**src/rtl/adder_ctrl.sv**
```systemverilog
// adder_ctrl
// Sequencing controller for the regfile-attached adder datapath. A rising
// edge on the regfile start bit latches operands R0/R1. The sum is then built
// serially, LANE_W bits per cycle, least significant slice first. The result
// is handed back to the regfile through a one-cycle write strobe. While the
// operation is in flight, o_busy holds off AXI4-Lite writes to the regfile.
//
// Ports:
//   ACLK                 clock, all state updates on the rising edge
//   ARSTn                asynchronous active-low reset
//   i_start              start bit from the regfile, triggers on its rising edge
//   i_r0, i_r1           operands A and B from the regfile
//   o_busr               result word, non-zero only during the write strobe
//   o_enable_ctrl_write  one-cycle write strobe to the regfile
//   o_carry              carry-out of the last completed addition
//   o_busy               operation in flight
//   o_done               one-cycle pulse, coincident with the write strobe

module adder_ctrl #(
  parameter int DATA_W = 32,
  parameter int LANE_W = 8
) (
  input  logic              ACLK,
  input  logic              ARSTn,
  input  logic              i_start,
  input  logic [DATA_W-1:0] i_r0,
  input  logic [DATA_W-1:0] i_r1,
  output logic [DATA_W-1:0] o_busr,
  output logic              o_enable_ctrl_write,
  output logic              o_carry,
  output logic              o_busy,
  output logic              o_done
);

  localparam int N     = DATA_W / LANE_W;
  // With a single slice the counter is never advanced past zero. It still
  // needs at least one bit to exist.
  localparam int CNT_W = (N > 1) ? $clog2(N) : 1;

  typedef enum logic [1:0] {
    IDLE,
    ADD,
    WRITE
  } state_t;

  state_t            state_q, state_d;
  logic [DATA_W-1:0] opA_q, opA_d;
  logic [DATA_W-1:0] opB_q, opB_d;
  logic [DATA_W-1:0] acc_q, acc_d;
  logic              cy_q, cy_d;
  logic [CNT_W-1:0]  cnt_q, cnt_d;
  logic              carry_q, carry_d;
  logic              start_q;

  logic              startEvent;
  logic [LANE_W:0]   laneSum;

  // The start bit is level-held by the regfile, so only a low-to-high
  // transition starts an operation. start_q resets to 0. A bit that is
  // already high at reset release therefore counts as an edge.
  assign startEvent = i_start & ~start_q;

  // One lane of the ripple adder. The lane carry-out is kept in cy_q so
  // that it feeds the next, more significant slice on the following cycle.
  assign laneSum = {1'b0, opA_q[cnt_q*LANE_W +: LANE_W]}
                 + {1'b0, opB_q[cnt_q*LANE_W +: LANE_W]}
                 + {{LANE_W{1'b0}}, cy_q};

  // State and datapath registers. Reset drops any operation in flight
  // without issuing a write strobe.
  always_ff @(posedge ACLK or negedge ARSTn) begin
    if (!ARSTn) begin
      state_q <= IDLE;
      opA_q   <= '0;
      opB_q   <= '0;
      acc_q   <= '0;
      cy_q    <= 1'b0;
      cnt_q   <= '0;
      carry_q <= 1'b0;
      start_q <= 1'b0;
    end else begin
      state_q <= state_d;
      opA_q   <= opA_d;
      opB_q   <= opB_d;
      acc_q   <= acc_d;
      cy_q    <= cy_d;
      cnt_q   <= cnt_d;
      carry_q <= carry_d;
      start_q <= i_start;
    end
  end

  // Next-state logic. Operands are captured only in IDLE. This keeps the
  // sum immune to regfile changes mid-operation. Start edges seen in ADD or
  // WRITE are dropped, not queued.
  always_comb begin
    state_d = state_q;
    opA_d   = opA_q;
    opB_d   = opB_q;
    acc_d   = acc_q;
    cy_d    = cy_q;
    cnt_d   = cnt_q;
    carry_d = carry_q;

    case (state_q)
      IDLE: begin
        if (startEvent) begin
          opA_d   = i_r0;
          opB_d   = i_r1;
          acc_d   = '0;
          cy_d    = 1'b0;
          cnt_d   = '0;
          carry_d = 1'b0;
          state_d = ADD;
        end
      end

      ADD: begin
        acc_d[cnt_q*LANE_W +: LANE_W] = laneSum[LANE_W-1:0];
        cy_d  = laneSum[LANE_W];
        cnt_d = cnt_q + 1'b1;
        if (cnt_q == CNT_W'(N - 1)) begin
          state_d = WRITE;
        end
      end

      WRITE: begin
        // The carry becomes visible as the strobe ends. It then holds
        // until the next operation is started.
        carry_d = cy_q;
        state_d = IDLE;
      end

      default: begin
        state_d = IDLE;
      end
    endcase
  end

  // All outputs decode registered state only. The result bus is forced to
  // zero outside WRITE, so the regfile never samples a partial sum.
  assign o_busy              = (state_q != IDLE);
  assign o_enable_ctrl_write = (state_q == WRITE);
  assign o_done              = (state_q == WRITE);
  assign o_busr              = (state_q == WRITE) ? acc_q : '0;
  assign o_carry             = carry_q;

endmodule

```
**config.mk**
```make
export PLATFORM = sky130hd
export DESIGN_NAME = adder_ctrl
export DESIGN_NICKNAME = d
export VERILOG_FILES = /design/src/rtl/adder_ctrl.sv
export SDC_FILE = /design/constraint.sdc
export NUM_CORES = 1
export LEC_CHECK = 0
export CAP_MARGIN = 15
export CORE_AREA = 2 2 114 116
export CTS_CLUSTER_SIZE = 40
export DETAILED_ROUTE_END_ITERATION = 6
export DIE_AREA = 0 0 116 118
export PLACE_DENSITY = 0.6
export SYNTH_ARGS = -nofsm -noshare
export SYNTH_HDL_FRONTEND = slang
export SYNTH_SLANG_ARGS = --single-unit
```
**constraint.sdc**
```tcl
create_clock -name ACLK -period 5 [get_ports ACLK]
set_clock_uncertainty 0.1 [all_clocks]
set_input_delay 1 -clock ACLK [delete_from_list [all_inputs] [get_ports ACLK]]
set_output_delay 1 -clock ACLK [all_outputs]
set_load 0.1 [all_outputs]
```
### Word-level counts from Yosys, hierarchy flattened

Index checks and enable logic that the tools add are counted.

| word-level totals | value |
|---|---|
| register bits | 103 |
| input bits | 67 |
| output and inout bits | 36 |
| logic and storage cells | 43 |

| operators by class | value |
|---|---|
| $add $sub $neg | 4 |
| equality and inequality tests | 5 |
| shifts and indexed selects | 4 |
| mux-type cells | 12 |
| bitwise operators | 2 |
| reductions and logical operators | 8 |

Operators by type and width:

| cell | count |
|---|---|
| two-way mux 32 bit | 2 |
| one-hot mux 32 bit (2 select lines) | 1 |
| variable part select 32 x 6 -> 8 bit | 2 |
| negation 5 -> 34 bit | 1 |
| variable shift 8 x 34 -> 32 bit (first input constant) | 1 |
| variable part select 8 x 34 -> 32 bit | 1 |
| bitwise mux 32 bit | 1 |
| adder 8 x 8 -> 9 bit | 1 |
| adder 9 x 1 -> 9 bit | 1 |
| one-hot mux 2 bit (2 select lines) | 2 |
| AND reduction 2 bit | 4 |
| two-way mux 2 bit | 3 |
| nonzero test 2 bit | 3 |
| == test 2 bit (second input constant) | 2 |
| inequality test 2 bit (second input constant) | 2 |
| one-hot mux 1 bit (2 select lines) | 2 |
| adder 2 x 1 -> 2 bit (second input constant) | 1 |
| == test 2 x 1 -> 1 bit (second input constant) | 1 |
| zero test 2 bit | 1 |
| bitwise AND 1 bit | 1 |
| two-way mux 1 bit | 1 |
| NOT 1 bit | 1 |

### Logic depth before layout (Yosys ltp)

| logic depth | value |
|---|---|
| depth after elaboration | 6 |
| depth in mapped cells | 10 |
| depth with buffers taken out | 9 |

### Worst setup path after synthesis

OpenSTA, ideal clock, no wires.

| timing path | value |
|---|---|
| path kind | register to output |
| start | register state_q[0] |
| end | output port o_busr[24] |
| arrival | 2545 ps |
| data required time | 3900 ps |
| setup slack | 1355 ps |
| cell stages (with the launch flop) | 4 |
| buffers on the path | 1 |
| cell sequence | dfrtp_1 nor2b_1 clkbuf_1 and2_1 |

| on the way | value |
|---|---|
| word-level cells in the longest chain between the ends | 2 |

Ends and longest elaborated chain:

| item | line | text |
|---|---|---|
| start, declared | 46 | `state_t state_q, state_d;` |
| start signal, assigned | 82 | `state_q <= state_d;` |
| == test 2 bit | - |  |
| net o_done | 32 | `output logic o_done` |
| two-way mux 32 bit | 145 | `assign o_busr = (state_q == WRITE) ? acc_q : '0;` |
| end, declared | 28 | `output logic [DATA_W-1:0] o_busr,` |

The timed path passes the listed nets, and every way through them passes these cells.

### Final worst setup path

| timing path | value |
|---|---|
| start | register cnt_q[1] |
| end | register acc_q[14] |

| on the way | value |
|---|---|
| word-level cells in the longest chain between the ends | 6 |
| elaborated cells on any way between the ends | 9 |
| those cells by class | add/sub: 3; shift: 4; mux: 2 |

Ends and longest elaborated chain:

| item | line | text |
|---|---|---|
| start, declared | 51 | `logic [CNT_W-1:0] cnt_q, cnt_d;` |
| start signal, assigned | 87 | `cnt_q <= cnt_d;` |
| variable part select 32 x 6 -> 8 bit (on tied branches) | 65, 66 |  |
| adder 8 x 8 -> 9 bit | 66 | `+ {1'b0, opB_q[cnt_q*LANE_W +: LANE_W]}` |
| adder 9 x 1 -> 9 bit | 67 | `+ {{LANE_W{1'b0}}, cy_q};` |
| variable part select 8 x 34 -> 32 bit | 119 | `acc_d[cnt_q*LANE_W +: LANE_W] = laneSum[LANE_W-1:0];` |
| bitwise mux 32 bit * | 119 |  |
| one-hot mux 32 bit (2 select lines) * | 105 | `case (state_q)` |
| end signal, assigned | 76 | `acc_q <= '0;` |
| end signal, assigned | 85 | `acc_q <= acc_d;` |
| end, declared | 49 | `logic [DATA_W-1:0] acc_q, acc_d;` |

Every way passes the cells marked *; elsewhere a longest branch is shown, timed or not.
A chain may end at the register's enable or synchronous reset.

==> key figures <==
Run status
  – Outcome: finished clean

Critical path
  – Worst r2r src: cnt_q[1]$_DFFE_PN0P_
  – Crit Path Class: reg -> reg
  – Crit-path slowest cell: dfrtp_1
  – Origin of the worst setup path: cnt_q[1]$_DFFE_PN0P_
  – Setup crit start kind: register
  – Crit path buf inv count: 1
  – CP Data Arrival Time: 3530 ps
  – Crit path max fanout: 19
  – Cell Chain, Critical Path: mux4_2, fa_1, inv_1, fa_1, nor2b_1, o31a_1, o31a_1, nor3_2, a22o_1
  – CP peak stage delay: 880 ps
  – Worst r2r dst: acc_q[14]$_DFFE_PN0P_
  – Reg2Reg Setup Slack: between 1500 and 2000 ps
  – Required time of the critical path: 5170 ps
  – Worst path top cell family by delay: flip-flops
  – Crit path capture type: register
  – Worst reg-to-reg path cell count: 9

Floorplan
  – Total die area: about 14,000 sq um
  – Row count: around 40
  – Die H: between 100 and 150 um
  – Total core area: 12,410 sq um
  – Die width: 116 um
  – Initial Util: 39.04%
  – IO Count: 103

Power and ir drop
  – Leakage: 3.031 nW
  – PwrDens: 670.2 nW/um^2
  – Peak VDD IR: 0.3179 mV
  – Power after layout: 0.004153 W

Yosys
  – Yosys warnings: 0
  – Mapped Cells: 483
  – #FFs+latches synth: ~100
  – Most common flop cell mapped by yosys: dfrtp_1
  – Syn Area/Cell: 10.04 sq um
  – Async S/R FF share, synth: 100.0%
  – Synthesized area: slightly below 5000 sq um
  – Synth Net Count: 563
  – Synth unique cells: 38
  – Post-synth top area cell: dfrtp_1
  – Seq/Total Area, Yosys: ~53%
  – EDFF count, synth: 0
  – Top cells by area, synth: dfrtp_1 53%, nand2_1 16%, mux4_2 7.4%
  – Synth top area share: 53.18%

Clock tree
  – Worst-path clk slew: 70 ps
  – CTS sink count: 103
  – Clk Latency, worst-skew pair: 340 ps
  – CTS tree: done
  – Clock buffer depth: 2
  – Setup bufs post-CTS: 0
  – CTS Hold Bufs: 0
  – Post-cts sizing count: 0
  – Clock buffer count from CTS: 9
  – Root Buffer: clkbuf_16
  – CTS HTree Levels: 3

Timing
  – Tmin final: 3358 ps
  – Final clock period utilization by the worst path: 67.16%
  – # setup viols final: 0
  – Final slew viol count: 0
  – Rel. slew slack: 35.04%
  – Smallest hold slack: 375.1 ps
  – Worst slew pin tran: roughly 970 ps
  – RSZ-0062 raised after global routing: no
  – Fmax: just under 300 MHz
  – Setup TNS: 0 ps
  – Final Hold Fails: 0

Routing
  – Via count: 3,726
  – ANT nets after route: 0
  – Vias per inst: slightly below 5
  – DRC: 0
  – TritonRoute pass-1 iters: 4
  – Wire per inst: 15.39 um
  – DRT Wirelength: 11,570 um
  – Initial DRC Count: roughly 150

Final layout
  – Final Instance Area: ~6200 sq um
  – Diode count: 0
  – Layout cells sized above 1: 13.10%
  – Area delta synth->final: 27.83%
  – Final nets: 655

Min path
  – Hold endpoint: opA_q[27]$_DFFE_PN0P_
  – Startpoint of the worst hold path: opA_q[27]$_DFFE_PN0P_
  – Hold depth: 2
  – Hold/Removal Path Class: reg -> reg

Placement
  – GPL Wtd Cong: 0.8257
  – Dpl cell area: between 5000 and 6000 sq um
  – Dpl hpwl: 8551 um
  – Port Buf Inserts: about 100

GRT
  – Largest net degree at the start of global routing: 61
  – GRT Overall Usage: 17.92%
  – First-pass GRT wire length: 19,360 um
  – Initial antenna violation count: 0
  – Number of global-route vias before repair: 3,825
  – Overflow after GRT: 0

Job
  – Max Cap Violations: 0
==> power breakdown <==
group / switching, W / internal (W)
combinational: 0.00120 / 0.000799
clock: 0.000303 / 0.000389
sequential: 0.000259 / 0.00120
total: 0.00177 / 0.00239
==> logic make-up after synthesis <==
group                    synth area share (%)
AND/OR/NAND/NOR                         23.34
buffers and inverters                   3.485
multiplexers                            7.434
adder cells (fa/ha/maj)                 3.665
XOR/XNOR                               0.5422
AO/OA/AOI/OAI                           8.363
flip-flops                              53.17
==> through the flow <==
stage / util [%] / setup slack [ps] / cells
floorplan: - / 1355 / 483
global placement: 47.56 / 1732 / 736
detailed placement: 47.56 / 1616 / 736
CTS: 49.91 / 1597 / 752
global route: 49.91 / 1390 / 752
finish: 49.91 / 1642 / 752
==> layer usage <==
layer / vias up / track usage (%) / part of all wire [%]
met5: - / 0 / 0
met4: 0 / 4.241 / 1.1
met3: 12 / 3.553 / 4.1
met2: 87 / 28.51 / 48
met1: 1839 / 25.35 / 47
li1: 1788 / - / -
==> area by class of cell <==
type	count	area, sq um
Timing Repair Buffer	107	970.9
Clock buffer	11	232.7
Sequential cell	103	2577
Fill cell	1136	6218
Inverter	9	33.78
Multi-Input combinational cell	345	2107
Clock inverter	5	58.81
Tap cell	172	215.2
==> cells in the final DEF, fill, tap and decap left out, types with 2 or more instances in the layout <==
| cell type | instances |
|---|---|
| inv_1 | 9 |
| nor3_2 | 3 |
| fa_1 | 2 |
| clkdlybuf4s50_1 | 67 |
| xnor2_1 | 2 |
| buf_4 | 40 |
| a22o_1 | 28 |
| and3_1 | 2 |
| and2_1 | 33 |
| nand2_1 | 203 |
| clkinvlp_4 | 2 |
| o21ai_0 | 7 |
| a21o_1 | 2 |
| nor2b_1 | 3 |
| a21oi_1 | 6 |
| o21a_1 | 2 |
| nor3_1 | 2 |
| o31ai_1 | 2 |
| dfrtp_1 | 103 |
| ha_1 | 11 |
| o211ai_1 | 2 |
| o31a_1 | 2 |
| o21ai_1 | 2 |
| mux4_2 | 16 |
| nor2_1 | 2 |
| nand3_1 | 3 |
| clkbuf_16 | 9 |
| clkbuf_1 | 2 |
==> worst max path at each step <==
stage / depth (start not counted) / to / slack [ps]
after floorplan: 3 / o_busr[24] / 1350
after global placement: 8 / acc_q[14]$_DFFE_PN0P_ / 1730
after detailed placement: 8 / acc_q[6]$_DFFE_PN0P_ / 1620
after CTS: 8 / acc_q[14]$_DFFE_PN0P_ / 1600
after global routing: 8 / acc_q[6]$_DFFE_PN0P_ / 1390
final: 9 / acc_q[14]$_DFFE_PN0P_ / 1640
==> tightest hold or removal path, cell delays in order (launching register included) <==
cell and delay [ps]:
dfrtp_1 340, nand2_1 50, nand2_1 50
==> cells in the mapped netlist (all sizes together), types with 3 or more instances <==
cell,number
o21ai,9
a21oi,6
nor2b,3
buf,14
nand2,203
a22o,28
ha,11
mux4,16
inv,9
dfrtp,103
nand3,3
clkbuf,12
nor3,5
and2,33
==> flip-flops by register name, indices dropped and copies added, names as in the netlist <==
signal / count
acc_q: 32
opA_q: 32
opB_q: 32
cnt_q: 2
state_q: 2
cy_q: 1
o_carry: 1
start_q: 1
Note: power is estimated with default switching activity, not from simulation.
==> variant, RTL diff (same flow settings) <==
Encoding of `state_t`: now one-hot (3 bits for 3 states).
--- a/src/rtl/adder_ctrl.sv
+++ b/src/rtl/adder_ctrl.sv
@@ -39,6 +39,6 @@
 
-  typedef enum logic [1:0] {
-    IDLE,
-    ADD,
-    WRITE
+  typedef enum logic [2:0] {
+    IDLE  = 3'b001,
+    ADD   = 3'b010,
+    WRITE = 3'b100
   } state_t;
Function: same outputs for any inputs over 10 cycles, from zero or initial values and one cycle with ARSTn low; not proved beyond that.
==> variant against the unedited design <==
  * Sequential cell count up 1
  * Setup slack worse by 0.36 ns
  * Final area grew 2.8%
  * Wire length grew 2.6%
  * Area after synthesis is 2.7% higher
  * Via count is 2.0% lower
Power is not compared: it rests on default switching activity, and its combinational part moved more than twofold at a synthesized area within 25%.
==> variant: results (changes against the unedited design) <==
Setup Fix Bufs, Post-CTS - 0 (unchanged)
syn nets - 569 (+1.1%)
CP arrival - 2.62 ns (-0.91 ns)
Reg-to-Reg Start - cnt_q[0]
CTS Buf Count - 9 (unchanged)
Synth Flop Type - dfrtp_1
status - completed
largest net degree at the start of global routing - 71 (+16%)
FF-to-FF path depth - 8 (-1)
synthesized area per cell - 10.2 µm² (+1.9%)
post-place setup slack - 1.66 ns (+0.0450 ns)
met2 usage - 0.302 (+0.0164)
top post-synthesis cells by area - dfrtp_1 52%, nand2_1 15%, mux4_2 7.2%
met1 Use GR - 0.246 (-0.00787)
initial drt markers - 151 (+4.1%)
sequential area share after synthesis - 0.523 (-0.00875)
Crit. Startpoint - state_q[2]
hold endpoint - acc_q[1]
placed insts - 743 (+0.95%)
Max-slew headroom - 0.347 (-0.00317)
ys async rst share - 1.00 (unchanged)
layout cells sized above 1 - 0.0835 (-0.0476)
nets - 664 (+1.4%)
hpwl dp - 8.99 mm (+5.2%)
met3 Usage GRT - 0.0371 (+0.00154)
global placer's final weighted congestion - 0.924 (+12%)
commonest cells in the netlist - 204 x nand2_1, 103 x dfrtp_1, 32 x and2_1, 28 x a22o_1, 16 x mux4_2
gr usage total - 0.184 (+0.00470)
Via Count - 3651 (-2.0%)
worst hold start - acc_q[1]
vias in the first global route - 3830 (+0.13%)
vias per inst - 4.81 (-2.9%)
synth unique cells - 34 (-11%)
Yosys top cell area share - 0.518 (-0.0140)
first-pass GRT wire length - 19.6 mm (+1.4%)
reg2reg end - acc_q[14]
final WL - 11.9 mm (+2.6%)
Worst Path Max Fanout - 36 (+17)
IR Drop Worst-Case VDD - 0.176 mV
variant: cell families after synthesis:
logic type	after synthesis	synth area share
AOI/OAI and AO/OA	56	0.0839
and+or+nand+nor	256	0.226
muxes	16	0.0724
DFF	104	0.523
buffers and inverters	34	0.0437
adders and majority gates	15	0.0407
xor gates and xnor gates	6	0.0106
variant: area by class of cell:
type	instances	area, µm²
fillers	1193	6050
multi-input cells	349	2160
clock buffers	10	229
repair buffers	109	1070
well taps	172	215
inverters	9	33.8
clock inverters	6	52.6
flip-flops and latches	104	2600
variant: stage by stage:
stage,area [µm²],total power [W],hold slack [ns],util
floorplan,4980,0.00167,0.340,-
global placement,6090,0.00196,0.355,0.490
detailed placement,6090,0.00198,0.362,0.490
CTS,6370,0.00265,0.378,0.513
global route,6370,0.00278,0.405,0.513
finish,6370,0.00262,0.371,0.513
variant: how the worst max path moves through the flow:
stage            endpoint  slack [ns]
2_1_floorplan  o_busr[24]        1.15
3_3_place_gp   o_busr[13]        1.71
3_5_place_dp   o_busr[13]        1.66
4_1_cts        o_busr[13]        1.26
5_1_grt        o_busr[13]        1.15
6_report       o_busr[13]        1.28
variant: power by group:
group | switching [W] | internal [W]
clock | 0.000309 | 0.000345
combinational | 0.000507 | 0.000360
sequential | 0.000107 | 0.000989
variant: critical path, stage by stage (launching register included):
cell and delay, ns:
dfrtp_1 0.43, nor3b_2 0.21, buf_4 0.30, and2_1 0.21
clkdlybuf4s50_1 1.14
variant: routing by layer:
layer | up-vias | routed length [µm]
met4 | 0 | 188
li1 | 1803 | -
met5 | - | 0
met2 | 93 | 5880
met1 | 1743 | 5340
met3 | 12 | 472
